--- config.mk ---
export PLATFORM = sky130hd
export DESIGN_NAME = peripheral_wb_mpram_arbiter
export DESIGN_NICKNAME = d
export VERILOG_FILES = /design/src/rtl/peripheral_wb_mpram_arbiter.sv
export SDC_FILE = /design/constraint.sdc
export NUM_CORES = 1
export LEC_CHECK = 0
export ABC_AREA = 1
export CORE_MARGIN = 4
export CORE_UTILIZATION = 23
export DETAILED_ROUTE_END_ITERATION = 6
export PLACE_DENSITY = 0.81
export SETUP_SLACK_MARGIN = 0.15
export SYNTH_ARGS = -nofsm -noshare
export SYNTH_HDL_FRONTEND = slang
export SYNTH_SLANG_ARGS = --single-unit
--- constraint.sdc ---
create_clock -name wb_clk_i -period 1.5 [get_ports wb_clk_i]
set_clock_uncertainty 0.2 [all_clocks]
set_input_delay 0.225 -clock wb_clk_i [delete_from_list [all_inputs] [get_ports wb_clk_i]]
set_output_delay 0.225 -clock wb_clk_i [all_outputs]
set_load 0.01 [all_outputs]
--- src/rtl/peripheral_wb_mpram_arbiter.sv ---
// peripheral_wb_mpram_arbiter: round-robin Wishbone arbiter giving NM masters turns on one memory port
// Ports: wb_clk_i/wb_rst_i clock and async active-high reset; m_* packed per-master request slices
// (master k in slice k) with per-master ack/err and broadcast read data; s_* request to and response
// from the memory port; grant_o one-hot owner, zero when idle.
module peripheral_wb_mpram_arbiter #(
    parameter int NM      = 2,
    parameter int AW      = 8,
    parameter int DW      = 32,
    parameter int TIMEOUT = 255
) (
    input  logic                 wb_clk_i,
    input  logic                 wb_rst_i,
    input  logic [NM*AW-1:0]     m_adr_i,
    input  logic [NM*DW-1:0]     m_dat_i,
    input  logic [NM*DW/8-1:0]   m_sel_i,
    input  logic [NM-1:0]        m_we_i,
    input  logic [NM-1:0]        m_cyc_i,
    input  logic [NM-1:0]        m_stb_i,
    input  logic [NM*3-1:0]      m_cti_i,
    input  logic [NM*2-1:0]      m_bte_i,
    output logic [NM-1:0]        m_ack_o,
    output logic [NM-1:0]        m_err_o,
    output logic [DW-1:0]        m_dat_o,
    output logic [AW-1:0]        s_adr_o,
    output logic [DW-1:0]        s_dat_o,
    output logic [DW/8-1:0]      s_sel_o,
    output logic                 s_we_o,
    output logic [2:0]           s_cti_o,
    output logic [1:0]           s_bte_o,
    output logic                 s_cyc_o,
    output logic                 s_stb_o,
    input  logic                 s_ack_i,
    input  logic                 s_err_i,
    input  logic [DW-1:0]        s_dat_i,
    output logic [NM-1:0]        grant_o
);
    localparam int OW = $clog2(NM);
    localparam int WW = $clog2(TIMEOUT + 1);

    typedef enum logic {IDLE, BUSY} state_t;

    state_t        r_state, w_state_nx;
    logic [OW-1:0] r_owner, w_owner_nx;
    logic [OW-1:0] r_last, w_last_nx;
    logic [WW-1:0] r_wd, w_wd_nx;
    logic [OW-1:0] w_pick, w_idx;
    logic          w_any, w_busy, w_cyc, w_stb, w_we, w_live, w_to;

    // Scan from farthest to nearest after the last owner so the nearest requester is written last.
    always_comb begin
        w_pick = '0;
        w_any  = 1'b0;
        w_idx  = '0;
        for (int i = NM; i >= 1; i--) begin
            w_idx = OW'((int'(r_last) + i) % NM);
            if (m_cyc_i[w_idx]) begin
                w_any  = 1'b1;
                w_pick = w_idx;
            end
        end
    end

    always_comb begin
        w_cyc   = 1'b0;
        w_stb   = 1'b0;
        w_we    = 1'b0;
        s_adr_o = '0;
        s_dat_o = '0;
        s_sel_o = '0;
        s_cti_o = '0;
        s_bte_o = '0;
        for (int k = 0; k < NM; k++) begin
            if (OW'(k) == r_owner) begin
                w_cyc   = m_cyc_i[k];
                w_stb   = m_stb_i[k];
                w_we    = m_we_i[k];
                s_adr_o = m_adr_i[k*AW +: AW];
                s_dat_o = m_dat_i[k*DW +: DW];
                s_sel_o = m_sel_i[k*(DW/8) +: DW/8];
                s_cti_o = m_cti_i[k*3 +: 3];
                s_bte_o = m_bte_i[k*2 +: 2];
            end
        end
    end

    assign w_busy  = (r_state == BUSY);
    assign w_live  = w_busy & w_cyc;
    // Timeout fires on the wait cycle that brings the count to TIMEOUT.
    assign w_to    = w_live & w_stb & ~s_ack_i & ~s_err_i & (r_wd == WW'(TIMEOUT - 1));
    assign s_cyc_o = w_live & ~w_to;
    assign s_stb_o = s_cyc_o & w_stb;
    assign s_we_o  = s_cyc_o & w_we;
    assign grant_o = w_busy ? (NM'(1) << r_owner) : '0;
    // Gating with the owner's cyc drops an ack that arrives as the owner abandons the cycle.
    assign m_ack_o = (w_live & s_ack_i) ? grant_o : '0;
    assign m_err_o = (w_live & (s_err_i | w_to)) ? grant_o : '0;
    assign m_dat_o = s_dat_i;
    assign w_wd_nx = (s_stb_o & ~s_ack_i & ~s_err_i) ? r_wd + 1'b1 : '0;

    always_comb begin
        w_state_nx = r_state;
        w_owner_nx = r_owner;
        w_last_nx  = r_last;
        if (!w_busy) begin
            if (w_any) begin
                w_state_nx = BUSY;
                w_owner_nx = w_pick;
            end
        end else if (!w_cyc || w_to) begin
            w_state_nx = IDLE;
            w_last_nx  = r_owner;
        end
    end

    always_ff @(posedge wb_clk_i or posedge wb_rst_i) begin
        if (wb_rst_i) begin
            r_state <= IDLE;
            r_owner <= '0;
            r_last  <= OW'(NM - 1);
            r_wd    <= '0;
        end else begin
            r_state <= w_state_nx;
            r_owner <= w_owner_nx;
            r_last  <= w_last_nx;
            r_wd    <= w_wd_nx;
        end
    end
endmodule

==> summary.md, run 1 <==
| Metric | Value |
|---|---|
| Worst Hold Class | `in2async` |
| Top-area cell type share of the netlist area | `43.6%` |
| DR vias | `between 2000 and 2500` |
| Final worst setup slack | `-0.437 ns` |
| CTS buffer count | `3` |
| Cell Area, Synth | `about 0.0015 sq mm` |
| First-pass GRT wire length | `10600 um` |
| Internal reg-to-reg setup slack | `-0.34 ns` |
| FP Rows | `29` |
| Utilization after layout | `61.5%` |
| DP Wirelength | `5500 um` |
| GRT Overall Usage | `about 17%` |
| CP most frequent cell | `nand2_2` |
| Overflow after GRT | `0` |
| IO Count | `230` |
| Fin nets | `611` |
| Clock Sink Count | `11` |
| Max Fanout on Critical Path | `2` |
| Final hold violations | `0` |
| Layout cells sized above 1 | `44.4%` |
| Clk slew on worst S/H paths | `about 0.05 ns` |
| Synthesis warning total | `0` |
| Status | `complete, but fails checks` |
| Clk Latency, worst-skew pair | `0.24 ns` |
| Failing checks | `negative setup slack` |
| Chip width | `between 80 and 90 um` |
| Peak VDD IR | `1120 uV` |
| Final period utilization | `129%` |
| CP max stage cell | `dfrtp_1` |
| Critical Path AT | `1.51 ns` |
| Starting Density | `a little under a quarter` |
| Post-synthesis cell type count | `21` |
| CTS tree | `built` |
| Crit. End Element | `output port` |
| Die Span Y | `89.1 um` |
| Iter 0 DRT Violations | `52` |
| Max Cap Viol | `0` |
| Power per cell area | `1480 mW/mm^2` |
| Port Buffers | `165` |
| Mapped Cells | `284` |
| Core Region | `roughly 0.0064 sq mm` |
| Relative slew slack | `between 70% and 80%` |
| Clock Tree Buf Depth | `2` |
| Hold buffers post-CTS | `0` |
| FF-to-FF path depth | `12` |
| Dpl cells | `509` |
| Met3 GRT Util | `3.50%` |
| Setup CP Type | `reg2out` |
| 1st-pass router iterations | `4` |
| GR peak layer | `met2` |
| Worst slew pin tran | `around 0.44 ns` |
| Placed cell area | `0.00320 sq mm` |
| Leakage | `a little over 2 nW` |
| Layout Cells excl Fill | `545` |
| Total power | `0.00580 W` |
| GP Congestion | `0.820` |
| Finished Cell Area | `0.00393 sq mm` |
| CP Launch Type | `register` |
| Ranking of synthesized cells by area | `nand2_1, dfrtp_1, buf_4` |
| Synth-to-Final Area Change | `160%` |
| RR Endpoint | `r_last$_DFFE_PP1P_` |
| Syn Nets | `426` |
| Met2 usage | `33.7%` |
| Initial antenna violation count | `0` |
| Sequential area share after synthesis | `18.3%` |
| Die ar. | `a little under 0.008 sq mm` |
| Slew Viols, Final | `0` |
| DRT antenna net count | `0` |
| CTS HTree Levels | `1` |
| Final min period | `between 1.5 and 2 ns` |
| Final setup vio count | `67` |
| Leading area contributor after synthesis | `nand2_1` |
| Syn Area/Cell | `5.33 sq um` |
| FMAX | `516 MHz` |
| Number of vias per cell | `~4.5` |
| CP Cell Sequence | `inv_2 -> ha_4 -> nand2_2 -> nor2_2 -> nand2_2 -> nor2_4 -> nand2_2 -> a21boi_2 -> buf_2` |
| Root Driver | `clkbuf_8` |
| Met1 Use GR | `17.3%` |
| Ant. Diodes | `0` |
| CP max stage delay | `0.39 ns` |
| Flops & latches, synth | `11` |
| RSZ-0062 raised after global routing | `yes` |
| Critical Path RT | `1.07 ns` |
| Final wirelength | `8390 um` |
| Reg2reg start | `r_owner$_DFFE_PP0P_` |
| Post-Place Setup Slack | `-0.832 ns` |
| Pin count of the biggest net entering global routing | `29` |
| FILL cells | `roughly 550` |
| Drt drc | `0` |
| DR WL/cell | `15.4 um` |
| Vias in the first global route | `between 2000 and 2500` |
==> registers in the layout, indices dropped and copies added, names as in the netlist <==
signal and count:
r_wd 8, r_last 1, r_owner 1, r_state 1
==> routing by layer <==
metal | wire [um] | vias up
li1 | - | 1187
met1 | 2950 | 1126
met2 | 4620 | 115
met3 | 633 | 24
met4 | 192 | 0
met5 | 0 | -
==> area by class of cell <==
class | instances | area, sq um | share of cell area (%)
Multi-Input combinational cell | 217 | 1270 | 32.5
Inverter | 13 | 53.8 | 1.37
Sequential cell | 11 | 278 | 7.07
Timing Repair Buffer | 223 | 2180 | 55.5
Clock buffer | 4 | 45.0 | 1.15
Tap cell | 77 | 96.3 | 2.45
==> critical path, delay by kind of cell (launching register included) <==
| family | cells | cell delay (ns) |
|---|---|---|
| buffers and inverters | 2 | 0.21 |
| flip-flops | 1 | 0.39 |
| AO/OA/AOI/OAI | 1 | 0.12 |
| AND/OR/NAND/NOR | 5 | 0.40 |
| adder cells (fa/ha/maj) | 1 | 0.13 |
==> cell families (layout without fill, tap and decap cells) <==
kind of cell | after synthesis | after routing | synth area share (%)
AO/OA/AOI/OAI | 7 | 7 | 2.64
XOR/XNOR | 6 | 6 | 3.47
adder cells (fa/ha/maj) | 2 | 2 | 1.65
buffers and inverters | 56 | 240 | 22.3
flip-flops | 11 | 11 | 18.3
AND/OR/NAND/NOR | 202 | 202 | 51.7
==> cell usage after synthesis (all sizes together) <==
| cell | n |
|---|---|
| nand2 | 176 |
| buf | 38 |
| nor2 | 20 |
| inv | 13 |
| dfrtp | 10 |
| clkbuf | 5 |
| nand3 | 4 |
| a21oi | 3 |
| xnor2 | 3 |
| xor2 | 3 |
| ha | 2 |
| nand4 | 2 |
| o21ai | 2 |
| a21boi | 1 |
| dfstp | 1 |
| o21bai | 1 |
==> stage by stage <==
step                      hold WS [ns]  TNS [ns]
after floorplan                 -0.123    -0.156
after global placement           0.250    -30.06
after detailed placement         0.250    -30.97
after CTS                       0.0952    -19.19
after global routing             0.116    -25.43
final                           0.0832    -22.60
==> layout by cell type (no fill, tap or decap), types with 8 or more instances in the layout <==
| cell | n |
|---|---|
| nand2_2 | 37 |
| buf_2 | 38 |
| clkdlybuf4s50_1 | 104 |
| nor2_2 | 11 |
| dfrtp_1 | 9 |
| buf_6 | 36 |
| nand2_1 | 117 |
| inv_1 | 8 |
| nand2_4 | 21 |
| buf_4 | 29 |
==> how the worst max path moves through the flow <==
stage,start,end,slack [ns],depth (start not counted)
floorplan,r_wd[0]$_DFF_PP0_,m_err_o[0],-0.08,8
global placement,m_cyc_i[1],s_we_o,-0.80,8
detailed placement,s_err_i,m_err_o[0],-0.83,7
CTS,r_owner$_DFFE_PP0P_,m_err_o[0],-0.47,7
global route,r_wd[0]$_DFF_PP0_,m_err_o[0],-0.51,9
finish,r_wd[0]$_DFF_PP0_,m_err_o[0],-0.44,9
==> timing repair <==
item	in CTS	in global routing
gates cloned	4	3
buffers inserted	18	8
gates resized for setup	317	77
pin swaps	17	27
setup endpoints to repair	68	68
==> power by group <==
part	internal, W	leakage (nW)	switching, W
registers	0.000352	0.145	0.0000734
clock network	0.000187	0.0228	0.000114
logic	0.00268	1.85	0.00239
total	0.00322	2.02	0.00258
Note: power is estimated with default switching activity, not from simulation.
==> run 2: changes to the inputs <==
- SKIP_CTS_REPAIR_TIMING: unset -> 1
==> run 2 against run 1 <==
The flow still finishes with violations (negative setup slack). First-iteration DRC count down 21%. Wire length fell by 16%. Combinational power down 28%. Final cell count fell by 3.7%. Setup slack worse by 0.085 ns. Worst hold slack got worse by 0.0061 ns. Register-to-register slack better by 0.20 ns.
==> summary.md, run 2 (synthesis gave the netlist of run 1 again) <==
| Metric | Value |
|---|---|
| Clock Tree Buf Depth | `2 (unchanged)` |
| Placed cell area | `0.00320 sq mm (unchanged)` |
| CTS buffer count | `3 (unchanged)` |
| Finished Cell Area | `0.00331 sq mm (was 0.00393 sq mm)` |
| Setup CP Type | `reg2out (unchanged)` |
| FMAX | `495 MHz (was 516 MHz)` |
| Worst slew pin tran | `0.431 ns (was 0.441 ns)` |
| Met2 usage | `26.1% (was 33.7%)` |
| Utilization after layout | `51.8% (was 61.5%)` |
| GRT Overall Usage | `14.0% (was 16.9%)` |
| Pin count of the biggest net entering global routing | `29 (unchanged)` |
| Fin nets | `591 (was 611)` |
| Final worst setup slack | `-0.522 ns (was -0.437 ns)` |
| Root Driver | `clkbuf_8 (unchanged)` |
| Most frequent cells in the layout | `nand2_1, clkdlybuf4s50_1, clkbuf_2 (was nand2_1, clkdlybuf4s50_1, buf_2)` |
| Max reg flops | `8 (unchanged)` |
| Starting Density | `23.7% (unchanged)` |
| CP max stage delay | `0.48 ns (was 0.39 ns)` |
| CTS HTree Levels | `1 (unchanged)` |
| FP Rows | `29 (unchanged)` |
| Power per cell area | `1320 mW/mm^2 (was 1480 mW/mm^2)` |
| Synth-to-Final Area Change | `119% (was 160%)` |
| Max Cap Viol | `0 (unchanged)` |
| Vias in the first global route | `2090 (was 2345)` |
| Most common cell after layout, fill and taps aside | `nand2_1 (unchanged)` |
| GR peak layer | `met2 (unchanged)` |
| Max Fanout on Critical Path | `6 (was 2)` |
| Clk Latency, worst-skew pair | `0.24 ns (about the same)` |
| Final hold slack | `0.0771 ns (was 0.0832 ns)` |
| Die ar. | `0.00794 sq mm (unchanged)` |
| Final wirelength | `7040 um (was 8390 um)` |
| Peak VDD IR | `951 uV (was 1120 uV)` |
| Worst Hold Class | `in2async (unchanged)` |
| Final setup vio count | `67 (unchanged)` |
| CP bufs+invs | `3 (was 2)` |
| Status | `complete, but fails checks (unchanged)` |
| GP Congestion | `0.820 (unchanged)` |
| Layout cells sized above 1 | `31.7% (was 44.4%)` |
| DRT antenna net count | `0 (unchanged)` |
| CTS tree | `built (unchanged)` |
| FILL cells | `624 (was 551)` |
| DR WL/cell | `13.4 um (was 15.4 um)` |
| CP Launch Type | `register (unchanged)` |
| Core Region | `0.00639 sq mm (unchanged)` |
| Overflow after GRT | `0 (unchanged)` |
| Clock Sink Count | `11 (unchanged)` |
| Iter 0 DRT Violations | `41 (was 52)` |
| Number of vias per cell | `4.29 (was 4.50)` |
| Failing checks | `negative setup slack (unchanged)` |
| Final hold violations | `0 (unchanged)` |
| Crit. End Element | `output port (unchanged)` |
| DR vias | `2254 (was 2452)` |
| Top reg by flops | `r_wd (unchanged)` |
| Port Buffers | `165 (unchanged)` |
| Slew Viols, Final | `0 (unchanged)` |
| Total power | `0.00438 W (was 0.00580 W)` |
| 1st-pass router iterations | `4 (unchanged)` |
| Initial antenna violation count | `0 (unchanged)` |
| Chip width | `89.1 um (unchanged)` |
| Ant. Diodes | `0 (unchanged)` |
| First-pass GRT wire length | `8930 um (was 10600 um)` |
| RSZ-0062 raised after global routing | `yes (unchanged)` |
| Die Span Y | `89.1 um (unchanged)` |
| Clk slew on worst S/H paths | `0.05 ns (about the same)` |
| IO Count | `230 (unchanged)` |
| Final min period | `2.02 ns (was 1.94 ns)` |
| Critical Path AT | `1.60 ns (was 1.51 ns)` |
| Relative slew slack | `71.2% (was 70.5%)` |
| Critical Path RT | `1.07 ns (about the same)` |
| Top Family by Delay on Critical Path | `simple AND/OR/NAND/NOR gates (unchanged)` |
| DP Wirelength | `5500 um (unchanged)` |
| CP most frequent cell | `nand2_2 (unchanged)` |
| Leakage | `1.73 nW (was 2.02 nW)` |
| Met3 GRT Util | `3.59% (was 3.50%)` |
| CP Cell Sequence | `clkinv_4 -> nand2_2 -> nand2_2 -> nor2_4 -> nand2_2 -> nand2_4 -> buf_6 -> a21oi_2 -> buf_2 (was inv_2 -> ha_4 -> nand2_2 -> nor2_2 -> nand2_2 -> nor2_4 -> nand2_2 -> a21boi_2 -> buf_2)` |
| Drt drc | `0 (unchanged)` |
| Met1 Use GR | `14.8% (was 17.3%)` |
| CP max stage cell | `dfrtp_2 (was dfrtp_1)` |
| Final period utilization | `135% (was 129%)` |
[run 2: per-layer routing]
layer,vias up,routed length (um)
li1,1144,-
met5,-,0
met3,23,661
met1,975,2500
met4,0,197
met2,112,3680
[run 2: area by class of cell]
type / instances / area (sq um) / area share, %
clock buffer: 4 / 45.0 / 1.36
inverter: 13 / 53.8 / 1.63
sequential: 11 / 278 / 8.40
tap: 77 / 96.3 / 2.91
timing repair buffer: 203 / 1790 / 54.1
multi-input combinational: 217 / 1040 / 31.6
[run 2: final timing paths]
check / startpoint / to / slack (ns) / cells past startpoint
worst min-delay path: wb_rst_i / r_wd[4]$_DFF_PP0_ / 0.08 / 2
max in group asynchronous: wb_rst_i / r_last$_DFFE_PP1P_ / 0.69 / 2
worst max-delay path: r_owner$_DFFE_PP0P_ / s_we_o / -0.52 / 9
min in group wb_clk_i: m_cyc_i[1] / r_owner$_DFFE_PP0P_ / 0.19 / 4
worst min register to register: r_last$_DFFE_PP1P_ / r_last$_DFFE_PP1P_ / 0.28 / 2
worst max register to register: r_owner$_DFFE_PP0P_ / r_wd[3]$_DFF_PP0_ / -0.14 / 8
[run 2: through the flow]
| step | instances | TNS, ns | worst slack [ns] |
|---|---|---|---|
| final | 525 | -17.01 | -0.522 |
| after global placement | 509 | -30.06 | -0.804 |
| after floorplan | 284 | -0.156 | -0.0833 |
| after global routing | 525 | -21.12 | -0.596 |
| after CTS | 513 | -42.51 | -0.970 |
| after detailed placement | 509 | -30.97 | -0.832 |
[run 2: worst reg2reg max path, stage by stage (launching register included)]
cell and delay, ns:
dfrtp_2 0.48, clkinv_4 0.12, nand2_2 0.08, nand2_2 0.08, nor2_4 0.12, nand2_2 0.09
buf_6 0.13, nand4_4 0.16, nor2_1 0.07
[run 2: power by group]
part / internal [W] / switching, W / leakage [nW]
Clock: 0.000187 / 0.000115 / 0.0228
Combinational: 0.00177 / 0.00189 / 1.56
Sequential: 0.000352 / 0.0000663 / 0.145
==> run 3: changes to the inputs <==
- ABC_AREA: 1 -> unset
- CORE_AREA: unset -> 4 4 88 90
- CORE_MARGIN: 4 -> unset
- CORE_UTILIZATION: 23 -> unset
- DIE_AREA: unset -> 0 0 92 94
- PLACE_DENSITY: 0.81 -> 0.77
==> run 3 against run 2 <==
The run still ends with negative setup slack left. Die area grew 8.9%. Critical path type unchanged. Power up 2.5%. Sequential power is 7.2% lower. Non-clock buffer count rose by 7. Final area up 6.5%. Global-route usage increased by 0.50 points. Worst hold slack better by 0.0048 ns. Area after synthesis fell by 2.2%. Critical endpoint unchanged. Maximum frequency fell by 6.7%. Sequential share of layout area shrank 0.51 points. Setup slack got worse by 0.15 ns.
==> summary.md, run 3 <==
| Metric | Value |
|---|---|
| Status | `complete, but fails checks (unchanged)` |
| Failing checks | `negative setup slack (unchanged)` |
| CTS HTree Levels | `1 (unchanged)` |
| GRT Overall Usage | `14.5% (was 14.0%)` |
| 1st-pass router iterations | `3 (was 4)` |
| Leading area contributor after synthesis | `mux2_2 (was nand2_1)` |
| Worst slew pin tran | `0.428 ns (was 0.431 ns)` |
| Core Region | `0.00706 sq mm (was 0.00639 sq mm)` |
| Vias in the first global route | `1818 (was 2090)` |
| Layout cells sized above 1 | `54.2% (was 31.7%)` |
| Max reg flops | `8 (unchanged)` |
| Die ar. | `0.00865 sq mm (was 0.00794 sq mm)` |
| Most common cell after layout, fill and taps aside | `clkdlybuf4s50_1 (was nand2_1)` |
| Ranking of synthesized cells by area | `mux2_2, dfrtp_1, buf_4 (was nand2_1, dfrtp_1, buf_4)` |
| Mapped Cells | `158 (was 284)` |
| Flops & latches, synth | `11 (unchanged)` |
| Most frequent cell after synthesis | `mux2_2 (was nand2_1)` |
| Post-synth EDFFs | `0 (unchanged)` |
| Syn Nets | `300 (was 426)` |
| Chip width | `92 um (was 89.1 um)` |
| Final wirelength | `7430 um (was 7040 um)` |
| Main flop type after synthesis | `dfrtp_1 (unchanged)` |
| Slew Viols, Final | `0 (unchanged)` |
| Critical Path AT | `1.74 ns (was 1.60 ns)` |
| Register Area | `278 sq um (unchanged)` |
| Max Fanout on Critical Path | `4 (was 6)` |
| IO Count | `230 (unchanged)` |
| Top reg by flops | `r_wd (unchanged)` |
| Clk slew on worst S/H paths | `0.05 ns (about the same)` |
| DP Wirelength | `5740 um (was 5500 um)` |
| Clock Sink Count | `11 (unchanged)` |
| Crit. End Element | `output port (unchanged)` |
| Leakage | `1.58 nW (was 1.73 nW)` |
| Ant. Diodes | `0 (unchanged)` |
| Final period utilization | `145% (was 135%)` |
| Setup CP Type | `reg2out (unchanged)` |
| Final worst setup slack | `-0.668 ns (was -0.522 ns)` |
| FILL cells | `664 (was 624)` |
| Starting Density | `21.0% (was 23.7%)` |
| Power per cell area | `1270 mW/mm^2 (was 1320 mW/mm^2)` |
| FMAX | `461 MHz (was 495 MHz)` |
| Final setup vio count | `68 (was 67)` |
| Final min period | `2.17 ns (was 2.02 ns)` |
| Final hold violations | `0 (unchanged)` |
| Number of vias per cell | `4.21 (was 4.29)` |
| Async SR Flop Fraction | `100% (unchanged)` |
| Utilization after layout | `49.9% (was 51.8%)` |
| Peak VDD IR | `447 uV (was 951 uV)` |
| DR WL/cell | `17.2 um (was 13.4 um)` |
| Total Neg Setup Slack | `-28.54 ns (was -17.01 ns)` |
| Post-synthesis cell type count | `30 (was 21)` |
| GP Congestion | `0.776 (was 0.820)` |
| Clock Tree Buf Depth | `2 (unchanged)` |
| Root Driver | `clkbuf_8 (unchanged)` |
| CP Launch Type | `register (unchanged)` |
| Most frequent cells after synthesis | `mux2_2, buf_4, nor2_1, dfrtp_1 (was nand2_1, buf_4, nor2_1, inv_1, dfrtp_1)` |
| Overflow after GRT | `0 (unchanged)` |
| DR vias | `1821 (was 2254)` |
| Clk Latency, worst-skew pair | `0.24 ns (about the same)` |
| FP Rows | `31 (was 29)` |
| CTS buffer count | `3 (unchanged)` |
| Fin nets | `477 (was 591)` |
| Drt drc | `0 (unchanged)` |
| Cell Area, Synth | `0.00148 sq mm (was 0.00151 sq mm)` |
| Worst Hold Class | `in2async (unchanged)` |
| Max Cap Viol | `0 (unchanged)` |
| Relative slew slack | `71.4% (was 71.2%)` |
| Syn Area/Cell | `9.37 sq um (was 5.33 sq um)` |
| Total power | `0.00449 W (was 0.00438 W)` |
| Critical Path RT | `1.07 ns (about the same)` |
| Iter 0 DRT Violations | `18 (was 41)` |
| Synthesis warning total | `0 (unchanged)` |
| Port Buffers | `165 (unchanged)` |
| Initial antenna violation count | `0 (unchanged)` |
| Die Span Y | `94 um (was 89.1 um)` |
| RSZ-0062 raised after global routing | `yes (unchanged)` |
| CTS tree | `built (unchanged)` |
| First-pass GRT wire length | `9860 um (was 8930 um)` |
| DRT antenna net count | `0 (unchanged)` |
| Pin count of the biggest net entering global routing | `30 (was 29)` |
| Most frequent cells in the layout | `clkdlybuf4s50_1, mux2_2, buf_4 (was nand2_1, clkdlybuf4s50_1, clkbuf_2)` |
| Top-area cell type share of the netlist area | `37.3% (was 43.6%)` |
| Sequential area share after synthesis | `18.7% (was 18.3%)` |
| Synth-to-Final Area Change | `138% (was 119%)` |
| Multi-input logic area | `0.00105 sq mm (was 0.00104 sq mm)` |
## run 3: stage by stage
| step | setup WS (ns) | instance area [sq um] | hold WS [ns] | cells |
|---|---|---|---|---|
| after floorplan | -0.153 | 1520 | -0.123 | 158 |
| after global placement | -1.03 | 3210 | 0.250 | 408 |
| after detailed placement | -1.08 | 3210 | 0.250 | 408 |
| after CTS | -1.08 | 3250 | 0.0949 | 412 |
| after global routing | -0.773 | 3520 | 0.119 | 433 |
| final | -0.668 | 3520 | 0.0819 | 433 |
## run 3: worst paths after layout
path	start	to	slack (ns)	depth (start not counted)
min reg2reg	r_wd[0]$_DFF_PP0_	r_wd[0]$_DFF_PP0_	0.36	2
max in group asynchronous	wb_rst_i	r_last$_DFFE_PP1P_	0.69	2
max reg2reg	r_wd[0]$_DFF_PP0_	r_last$_DFFE_PP1P_	-0.29	7
min	wb_rst_i	r_wd[2]$_DFF_PP0_	0.08	2
max	r_wd[0]$_DFF_PP0_	s_we_o	-0.67	8
min in group wb_clk_i	s_dat_i[12]	m_dat_o[12]	0.25	0
## run 3: cell families (layout without fill, tap and decap cells)
| logic type | after synthesis | in the layout | share of synthesized area, % |
|---|---|---|---|
| buffers and inverters | 44 | 220 | 20.3 |
| AO/OA/AOI/OAI | 9 | 9 | 4.57 |
| multiplexers | 52 | 52 | 39.3 |
| flip-flops | 11 | 11 | 18.7 |
| XOR/XNOR | 5 | 5 | 2.96 |
| adder cells (fa/ha/maj) | 2 | 2 | 1.69 |
| AND/OR/NAND/NOR | 35 | 35 | 12.5 |
## run 3: critical path, cell delays in order (launching register included)
cell      delay (ns)
dfrtp_1         0.37
inv_1           0.06
ha_2            0.21
nand3_4         0.09
nor4_4          0.31
nand2b_4        0.21
buf_6           0.10
nor2_4          0.03
buf_6           0.12
## run 3: cell type report
class | count | share of cell area (%)
Clock buffer | 4 | 1.28
Inverter | 6 | 0.710
Multi-Input combinational cell | 103 | 29.8
Sequential cell | 11 | 7.88
Tap cell | 99 | 3.52
Timing Repair Buffer | 210 | 56.9
## run 3: routing by layer
| metal | vias to the layer above | global-route usage [%] | wire, um |
|---|---|---|---|
| met5 | - | 0 | 0 |
| met4 | 0 | 1.98 | 31 |
| met3 | 6 | 7.21 | 789 |
| met2 | 85 | 27.1 | 3980 |
| met1 | 862 | 14.8 | 2630 |
| li1 | 868 | - | - |
## run 3: power by group
| part | internal, W | leakage (nW) | total, W | switching, W |
|---|---|---|---|---|
| combinational | 0.00234 | 1.41 | 0.00380 | 0.00146 |
| sequential | 0.000350 | 0.145 | 0.000388 | 0.0000378 |
| clock | 0.000186 | 0.0228 | 0.000296 | 0.000109 |
